`config.mk`:
```
export PLATFORM = sky130hd
export DESIGN_NAME = key_decoder_fifo
export DESIGN_NICKNAME = d
export VERILOG_FILES = /design/src/rtl/teclas_pkg.sv /design/src/rtl/key_fifo_sync.sv /design/src/rtl/key_decoder_fifo.sv
export SDC_FILE = /design/constraint.sdc
export NUM_CORES = 1
export LEC_CHECK = 0
export CORE_AREA = 2 2 183 113
export CTS_CLUSTER_DIAMETER = 40
export DETAILED_ROUTE_END_ITERATION = 8
export DIE_AREA = 0 0 185 115
export PLACE_DENSITY = 0.5
export SYNTH_ARGS = -nofsm -noshare
export SYNTH_HDL_FRONTEND = slang
export SYNTH_HIERARCHICAL = 1
export SYNTH_SLANG_ARGS = --single-unit
export TNS_END_PERCENT = 50
```
`constraint.sdc`:
```
create_clock -name clk -period 5.8 [get_ports clk]
set_input_delay 1.16 -clock clk [delete_from_list [all_inputs] [get_ports clk]]
set_output_delay 1.16 -clock clk [all_outputs]
set_load 0.02 [all_outputs]
```
`src/rtl/teclas_pkg.sv`:
```
// Shared definitions for the PS/2 key decoder: scan-code constants, prefix FSM
// encoding and the scan-code to ASCII translation table.
package teclas_pkg;

  localparam logic [7:0] SC_EXT        = 8'hE0;
  localparam logic [7:0] SC_BRK        = 8'hF0;
  localparam logic [7:0] SC_LSHIFT     = 8'h12;
  localparam logic [7:0] SC_RSHIFT     = 8'h59;
  localparam logic [7:0] ASCII_UNKNOWN = 8'h2A;

  typedef enum logic [1:0] {
    ST_IDLE    = 2'd0,
    ST_EXT     = 2'd1,
    ST_BRK     = 2'd2,
    ST_EXT_BRK = 2'd3
  } pfx_state_e;

  typedef struct packed {
    logic       hit;
    logic [7:0] ascii;
  } xlat_t;

  // Letters are resolved first so case can be applied in one place.
  function automatic xlat_t scan_to_ascii(input logic [7:0] code,
                                          input logic       ext,
                                          input logic       upper);
    xlat_t      r;
    logic [7:0] letter;
    r      = '{hit: 1'b0, ascii: 8'h00};
    letter = 8'h00;
    if (ext) begin
      r.hit = 1'b1;
      case (code)
        8'h75:   r.ascii = 8'h10;
        8'h74:   r.ascii = 8'h11;
        8'h6B:   r.ascii = 8'h12;
        8'h72:   r.ascii = 8'h13;
        default: r.hit   = 1'b0;
      endcase
    end else begin
      case (code)
        8'h1C: letter = 8'h41;
        8'h32: letter = 8'h42;
        8'h21: letter = 8'h43;
        8'h23: letter = 8'h44;
        8'h24: letter = 8'h45;
        8'h2B: letter = 8'h46;
        8'h34: letter = 8'h47;
        8'h33: letter = 8'h48;
        8'h43: letter = 8'h49;
        8'h3B: letter = 8'h4A;
        8'h42: letter = 8'h4B;
        8'h4B: letter = 8'h4C;
        8'h3A: letter = 8'h4D;
        8'h31: letter = 8'h4E;
        8'h44: letter = 8'h4F;
        8'h4D: letter = 8'h50;
        8'h15: letter = 8'h51;
        8'h2D: letter = 8'h52;
        8'h1B: letter = 8'h53;
        8'h2C: letter = 8'h54;
        8'h3C: letter = 8'h55;
        8'h2A: letter = 8'h56;
        8'h1D: letter = 8'h57;
        8'h22: letter = 8'h58;
        8'h35: letter = 8'h59;
        8'h1A: letter = 8'h5A;
        default: letter = 8'h00;
      endcase
      if (letter != 8'h00) begin
        r.hit   = 1'b1;
        r.ascii = upper ? letter : (letter | 8'h20);
      end else begin
        r.hit = 1'b1;
        case (code)
          8'h45:   r.ascii = 8'h30;
          8'h16:   r.ascii = 8'h31;
          8'h1E:   r.ascii = 8'h32;
          8'h26:   r.ascii = 8'h33;
          8'h25:   r.ascii = 8'h34;
          8'h2E:   r.ascii = 8'h35;
          8'h36:   r.ascii = 8'h36;
          8'h3D:   r.ascii = 8'h37;
          8'h3E:   r.ascii = 8'h38;
          8'h46:   r.ascii = 8'h39;
          8'h29:   r.ascii = 8'h20;
          8'h0E:   r.ascii = 8'h60;
          8'h4E:   r.ascii = 8'h2D;
          8'h55:   r.ascii = 8'h3D;
          8'h54:   r.ascii = 8'h5B;
          8'h5B:   r.ascii = 8'h5D;
          8'h5D:   r.ascii = 8'h5C;
          8'h4C:   r.ascii = 8'h3B;
          8'h52:   r.ascii = 8'h27;
          8'h41:   r.ascii = 8'h2C;
          8'h49:   r.ascii = 8'h2E;
          8'h4A:   r.ascii = 8'h2F;
          8'h5A:   r.ascii = 8'h0D;
          8'h66:   r.ascii = 8'h08;
          8'h05:   r.ascii = 8'h20;
          8'h06:   r.ascii = 8'h21;
          8'h04:   r.ascii = 8'h22;
          8'h0C:   r.ascii = 8'h23;
          8'h03:   r.ascii = 8'h25;
          8'h0B:   r.ascii = 8'h26;
          8'h83:   r.ascii = 8'h27;
          8'h0A:   r.ascii = 8'h28;
          default: r.hit   = 1'b0;
        endcase
      end
    end
    return r;
  endfunction

endpackage

```
`src/rtl/key_fifo_sync.sv`:
```
// Single-clock DEPTH-entry FIFO with occupancy count, show-ahead head output
// and simultaneous push/pop (push accepted when full only if a pop happens).
module key_fifo_sync #(
  parameter  int unsigned DEPTH = 8,
  localparam int unsigned AW    = $clog2(DEPTH)
) (
  input  logic          clk,
  input  logic          rst,
  input  logic          push,
  input  logic [7:0]    wdata,
  input  logic          pop,
  output logic [7:0]    rdata,
  output logic          empty,
  output logic          full,
  output logic [AW:0]   count
);

  localparam logic [AW:0] FULL_CNT = (AW+1)'(DEPTH);

  logic [7:0]    mem_q [DEPTH];
  logic [AW-1:0] wr_ptr_q, wr_ptr_d;
  logic [AW-1:0] rd_ptr_q, rd_ptr_d;
  logic [AW:0]   count_q, count_d;
  logic          empty_q, full_q;
  logic          do_push, do_pop;

  assign do_pop  = pop && !empty_q;
  assign do_push = push && (!full_q || do_pop);

  always_comb begin
    wr_ptr_d = wr_ptr_q;
    rd_ptr_d = rd_ptr_q;
    count_d  = count_q;
    if (do_push) wr_ptr_d = wr_ptr_q + AW'(1);
    if (do_pop)  rd_ptr_d = rd_ptr_q + AW'(1);
    case ({do_push, do_pop})
      2'b10:   count_d = count_q + (AW+1)'(1);
      2'b01:   count_d = count_q - (AW+1)'(1);
      default: count_d = count_q;
    endcase
  end

  always_ff @(posedge clk or negedge rst) begin
    if (!rst) begin
      wr_ptr_q <= '0;
      rd_ptr_q <= '0;
      count_q  <= '0;
      empty_q  <= 1'b1;
      full_q   <= 1'b0;
    end else begin
      wr_ptr_q <= wr_ptr_d;
      rd_ptr_q <= rd_ptr_d;
      count_q  <= count_d;
      empty_q  <= (count_d == '0);
      full_q   <= (count_d == FULL_CNT);
    end
  end

  // Storage carries no reset; the head is masked while empty.
  always_ff @(posedge clk) begin
    if (do_push) mem_q[wr_ptr_q] <= wdata;
  end

  assign rdata = empty_q ? 8'h00 : mem_q[rd_ptr_q];
  assign empty = empty_q;
  assign full  = full_q;
  assign count = count_q;

endmodule

```
`src/rtl/key_decoder_fifo.sv`:
```
// PS/2 scan-code decoder: prefix FSM, shift and held-key tracking, ASCII
// translation with typematic filter, queued into a show-ahead FIFO with IRQ.
module key_decoder_fifo
  import teclas_pkg::*;
#(
  parameter  int unsigned DEPTH       = 8,
  parameter  bit          CASE_MODE   = 1'b0,
  parameter  bit          REPEAT_EN   = 1'b0,
  parameter  bit          MAP_UNKNOWN = 1'b1,
  localparam int unsigned AW          = $clog2(DEPTH)
) (
  input  logic          clk,
  input  logic          rst,
  input  logic          code_valid,
  input  logic [7:0]    code_in,
  input  logic          rd_en,
  input  logic          stop,
  output logic [7:0]    ascii_out,
  output logic [7:0]    key_out,
  output logic          empty,
  output logic          full,
  output logic [AW:0]   count,
  output logic          interrupt,
  output logic          overflow
);

  pfx_state_e state_q, state_d;
  logic       shift_q, shift_d;
  logic [8:0] held_q, held_d;
  logic [7:0] key_q, key_d;
  logic       int_q, int_d;
  logic       ovf_q, ovf_d;

  logic       is_make, is_break, cur_ext;
  logic [8:0] cur_key;
  logic       is_shift, repeat_hit, upper;
  xlat_t      xl;
  logic       want_push, push_ok, ovf_ev;
  logic [7:0] push_data;
  logic       fifo_full;

  // Prefix FSM: classifies each received byte as make, break or prefix.
  always_comb begin
    state_d  = state_q;
    is_make  = 1'b0;
    is_break = 1'b0;
    cur_ext  = 1'b0;
    if (code_valid) begin
      case (state_q)
        ST_IDLE: begin
          if (code_in == SC_EXT)      state_d = ST_EXT;
          else if (code_in == SC_BRK) state_d = ST_BRK;
          else                        is_make = 1'b1;
        end
        ST_EXT: begin
          if (code_in == SC_BRK) begin
            state_d = ST_EXT_BRK;
          end else begin
            is_make = 1'b1;
            cur_ext = 1'b1;
            state_d = ST_IDLE;
          end
        end
        ST_BRK: begin
          is_break = 1'b1;
          state_d  = ST_IDLE;
        end
        ST_EXT_BRK: begin
          is_break = 1'b1;
          cur_ext  = 1'b1;
          state_d  = ST_IDLE;
        end
        default: state_d = ST_IDLE;
      endcase
    end
  end

  assign cur_key    = {cur_ext, code_in};
  assign is_shift   = !cur_ext && ((code_in == SC_LSHIFT) || (code_in == SC_RSHIFT));
  assign repeat_hit = !REPEAT_EN && (held_q != 9'h000) && (held_q == cur_key);
  assign upper      = !CASE_MODE || shift_q;
  assign xl         = scan_to_ascii(code_in, cur_ext, upper);
  assign push_data  = xl.hit ? xl.ascii : ASCII_UNKNOWN;

  // Shift/held/key bookkeeping and the decision to queue a translated make.
  always_comb begin
    shift_d   = shift_q;
    held_d    = held_q;
    key_d     = key_q;
    want_push = 1'b0;
    if (is_break) begin
      if (is_shift)          shift_d = 1'b0;
      if (held_q == cur_key) held_d  = 9'h000;
    end else if (is_make) begin
      if (is_shift) begin
        shift_d = 1'b1;
      end else if (!repeat_hit) begin
        held_d    = cur_key;
        key_d     = code_in;
        want_push = xl.hit || (MAP_UNKNOWN && !cur_ext);
      end
    end
  end

  // A full FIFO still takes a push when the head is popped in the same cycle.
  assign push_ok = want_push && (!fifo_full || rd_en);
  assign ovf_ev  = want_push && fifo_full && !rd_en;
  assign int_d   = (int_q && !stop) || push_ok;
  assign ovf_d   = (ovf_q && !stop) || ovf_ev;

  always_ff @(posedge clk or negedge rst) begin
    if (!rst) begin
      state_q <= ST_IDLE;
      shift_q <= 1'b0;
      held_q  <= 9'h000;
      key_q   <= 8'h00;
      int_q   <= 1'b0;
      ovf_q   <= 1'b0;
    end else begin
      state_q <= state_d;
      shift_q <= shift_d;
      held_q  <= held_d;
      key_q   <= key_d;
      int_q   <= int_d;
      ovf_q   <= ovf_d;
    end
  end

  key_fifo_sync #(
    .DEPTH (DEPTH)
  ) u_fifo (
    .clk   (clk),
    .rst   (rst),
    .push  (want_push),
    .wdata (push_data),
    .pop   (rd_en),
    .rdata (ascii_out),
    .empty (empty),
    .full  (fifo_full),
    .count (count)
  );

  assign full      = fifo_full;
  assign key_out   = key_q;
  assign interrupt = int_q;
  assign overflow  = ovf_q;

endmodule

```
==> results.json <==
{
  "area_growth_pct": 16.6,
  "ctsHoldBuffers": 0,
  "cp-start-kind": "input pin",
  "drt-initial-drc-count": 511,
  "hold_class": "flip-flop to flip-flop",
  "num_antenna_cells": 0,
  "cts_buffer_depth": 2,
  "firstDrtPassIters": 5,
  "leakage_nw": 2.45,
  "antenna_found_initial": 0,
  "status": "completed",
  "slew_headroom_pct": 30.3,
  "endpoint_kind": "flip-flop",
  "post_synth.cell_area_avg_um2": 11.7,
  "drt_wl_total_um": 14600,
  "post_cts_buffers": 0,
  "final-seq-area_um2": 2750,
  "cpPeakStageDelay_ns": 0.49,
  "finalCriticalPeriod_ns": 5.04,
  "initial_core_util_pct": 29.4,
  "io_pins": 37,
  "setup_violations": 0,
  "path_max_fanout": 6,
  "postSynth.asyncResetShare_pct": 34.0,
  "final_cell_count_no_fill": 811,
  "rows": 40,
  "max_freq_mhz": 198,
  "grt_usage_pct": 14.3,
  "synth_area_um2": 5770,
  "crit_type": "input pin to flip-flop",
  "drc": 0,
  "hold-worst-slack_ns": 0.484,
  "die_area_um2": 21300,
  "syn_inst": 493,
  "nNetsFinal": 558,
  "root_buffer": "clkbuf_16",
  "via_per_inst": 5.18,
  "dpl.hpwl_um": 10200,
  "synth_edf_count": 64,
  "yosysWarnings": 6,
  "drive_gt1_share_pct": 13.6,
  "cp.required_ns": 6.03,
  "gp_congestion": 0.926,
  "multi_input_area_um2": 2750,
  "power.density_nw_per_um2": 373,
  "fillers": 1958,
  "die_y_um": 115,
  "cap_violations": 0,
  "clock_latency_ns": 0.34,
  "floorplan.core_area_um2": 19600,
  "drtAntennaViolNets": 0,
  "fin_skew_ns": 0.00641,
  "cts_resized": 0,
  "tns_ns": 0,
  "clock_sinks": 97,
  "vias": 4205,
  "grt_max_degree": 52,
  "period_share_pct": 87.0,
  "grt_first_pass_wirelength_um": 23100,
  "yosysUniqueCellTypes": 89,
  "hold_violations": 0,
  "path_cells": "clkdlybuf4s50_1 -> inv_1 -> ha_1 -> and3_1 -> a41oi_2 -> xnor2_1 -> nor3_2 -> a2111oi_4 -> nand2_1 -> inv_1 -> o21a_1 -> inv_1 -> ha_1 -> xor2_1 -> ha_1 -> a21oi_1 -> xor3_1 -> a31oi_1 -> o21ba_2",
  "grt_setup_unrepaired": "false",
  "io_buffers": 36,
  "fp.dieW_um": 185,
  "vdd_ir_drop_max_mv": 0.153,
  "detail_route.wl_per_cell_um": 18.0,
  "overflow": 0,
  "cts_tree": "built",
  "ys_seq_area_share_pct": 47.6,
  "ys.flop_type": "edfxtp_1",
  "first_global_vias": 3989,
  "placed_cells": 795,
  "numCtsBuffers": 9,
  "worstMarginPinSlew_ns": 1.05,
  "htreeDepth": 3,
  "clk_pin_slew_ns": 0.07,
  "ys_ff_latch": 97,
  "critical_path_arrival_ns": 5.28,
  "slowest_stage": "clkdlybuf4s50_1",
  "slew_viol_final": 0
}
[worst max-delay path: cells and delay by family]
kind | cells | cell delay, ns
compound gates | 6 | 1.51
xor+xnor | 3 | 0.63
fa+ha+maj | 3 | 0.72
buf+inv | 4 | 0.79
simple gates | 3 | 0.44
[through the flow]
stage | worst slack [ns] | util [%] | power (mW) | cell area, um2
floorplan | 0.890 | - | 1.63 | 5800
global placement | 0.548 | 32.8 | 1.95 | 6440
detailed placement | 0.363 | 32.8 | 1.96 | 6440
CTS | 0.717 | 34.3 | 2.54 | 6730
global route | 0.420 | 34.3 | 2.66 | 6730
finish | 0.755 | 34.3 | 2.51 | 6730
[metal layers]
metal / vias to the layer above / wire length, um / GRT usage [%]
met5: - / 0 / 0
met4: 0 / 104 / 2.43
met2: 185 / 5910 / 19.9
met3: 10 / 1080 / 4.28
li1: 1966 / - / -
met1: 2044 / 7520 / 22.0
[cell families after synthesis]
family | after synthesis | share of synthesized area, %
multiplexers | 43 | 11.9
buffers and inverters | 53 | 5.16
AO/OA/AOI/OAI | 107 | 14.2
XOR/XNOR | 18 | 2.99
adder cells (fa/ha/maj) | 12 | 2.60
other | 1 | 0.0650
AND/OR/NAND/NOR | 162 | 15.5
flip-flops | 97 | 47.6
[cell usage after synthesis (all sizes together) (8+ instances only)]
cell     n  share of area (%)
nand2b  12                1.3
nor2    29                1.9
mux2    14                2.7
mux4    17                7.1
a22o     8                1.2
edfxtp  64                 33
dfrtp   32                 14
a21oi   16                1.4
nor3    17                1.6
nand2   32                2.1
xnor2   12                1.8
mux2i   12                2.1
clkbuf   8               0.52
buf     31                3.7
nor2b   13                1.4
ha      12                2.6
inv     13               0.85
o21ai   21                2.0
nand3   17                1.5
[where the power goes]
part / switching [mW] / internal [mW] / leakage [nW]
Sequential: 0.159 / 0.876 / 0.988
Clock: 0.248 / 0.330 / 0.142
Combinational: 0.434 / 0.462 / 1.32
[cell type report]
cell class | instances | area share (%)
clock buffer | 13 | 4.03
sequential | 97 | 40.8
inverter | 14 | 0.781
multi-input combinational | 350 | 40.9
tap | 273 | 5.07
timing repair buffer | 61 | 8.07
clock inverter | 3 | 0.335
[state kept, by name, indices dropped and copies added, names as in the netlist]
register and cells:
interrupt 1, u_fifo/count 4, u_fifo/rd_ptr_q 3, key_out 8, held_q 9, u_fifo/empty 1, state_q 2, overflow 1
u_fifo/wr_ptr_q 3, u_fifo/mem_q 64, u_fifo/full 1
[path summary, 6_finish.rpt]
kind                             from           end  slack (ns)  cells after the start
max                        code_in[1]   u_fifo/full        0.76                     19
max reg2reg                state_q[0]   u_fifo/full        2.14                     16
max in group asynchronous         rst  u_fifo/empty        4.23                      2
min                        key_out[0]    key_out[0]        0.48                      1
min reg2reg                key_out[0]    key_out[0]        0.48                      1
min in group asynchronous         rst    key_out[0]        1.23                      2
[layout by cell type, fill, tap and decap left out, drive strengths merged, types with 3 or more instances in the layout]
cell type	instances
a211o	5
a21oi	16
a22o	8
a31oi	6
and3	4
and3b	4
buf	26
clkbuf	13
clkdlybuf4s50	35
conb	8
dfrtp	32
edfxtp	64
ha	12
inv	14
mux2	14
mux2i	12
mux4	17
nand2	32
nand2b	12
nand3	17
nand3b	5
nand4	5
nor2	29
nor2b	13
nor3	17
nor4	3
o2111ai	3
o211ai	5
o21ai	21
o311ai	3
o31a	3
o31ai	4
or2	4
or3b	3
xnor2	12
xor2	5
No activity file was read; power rests on OpenSTA's default activity.
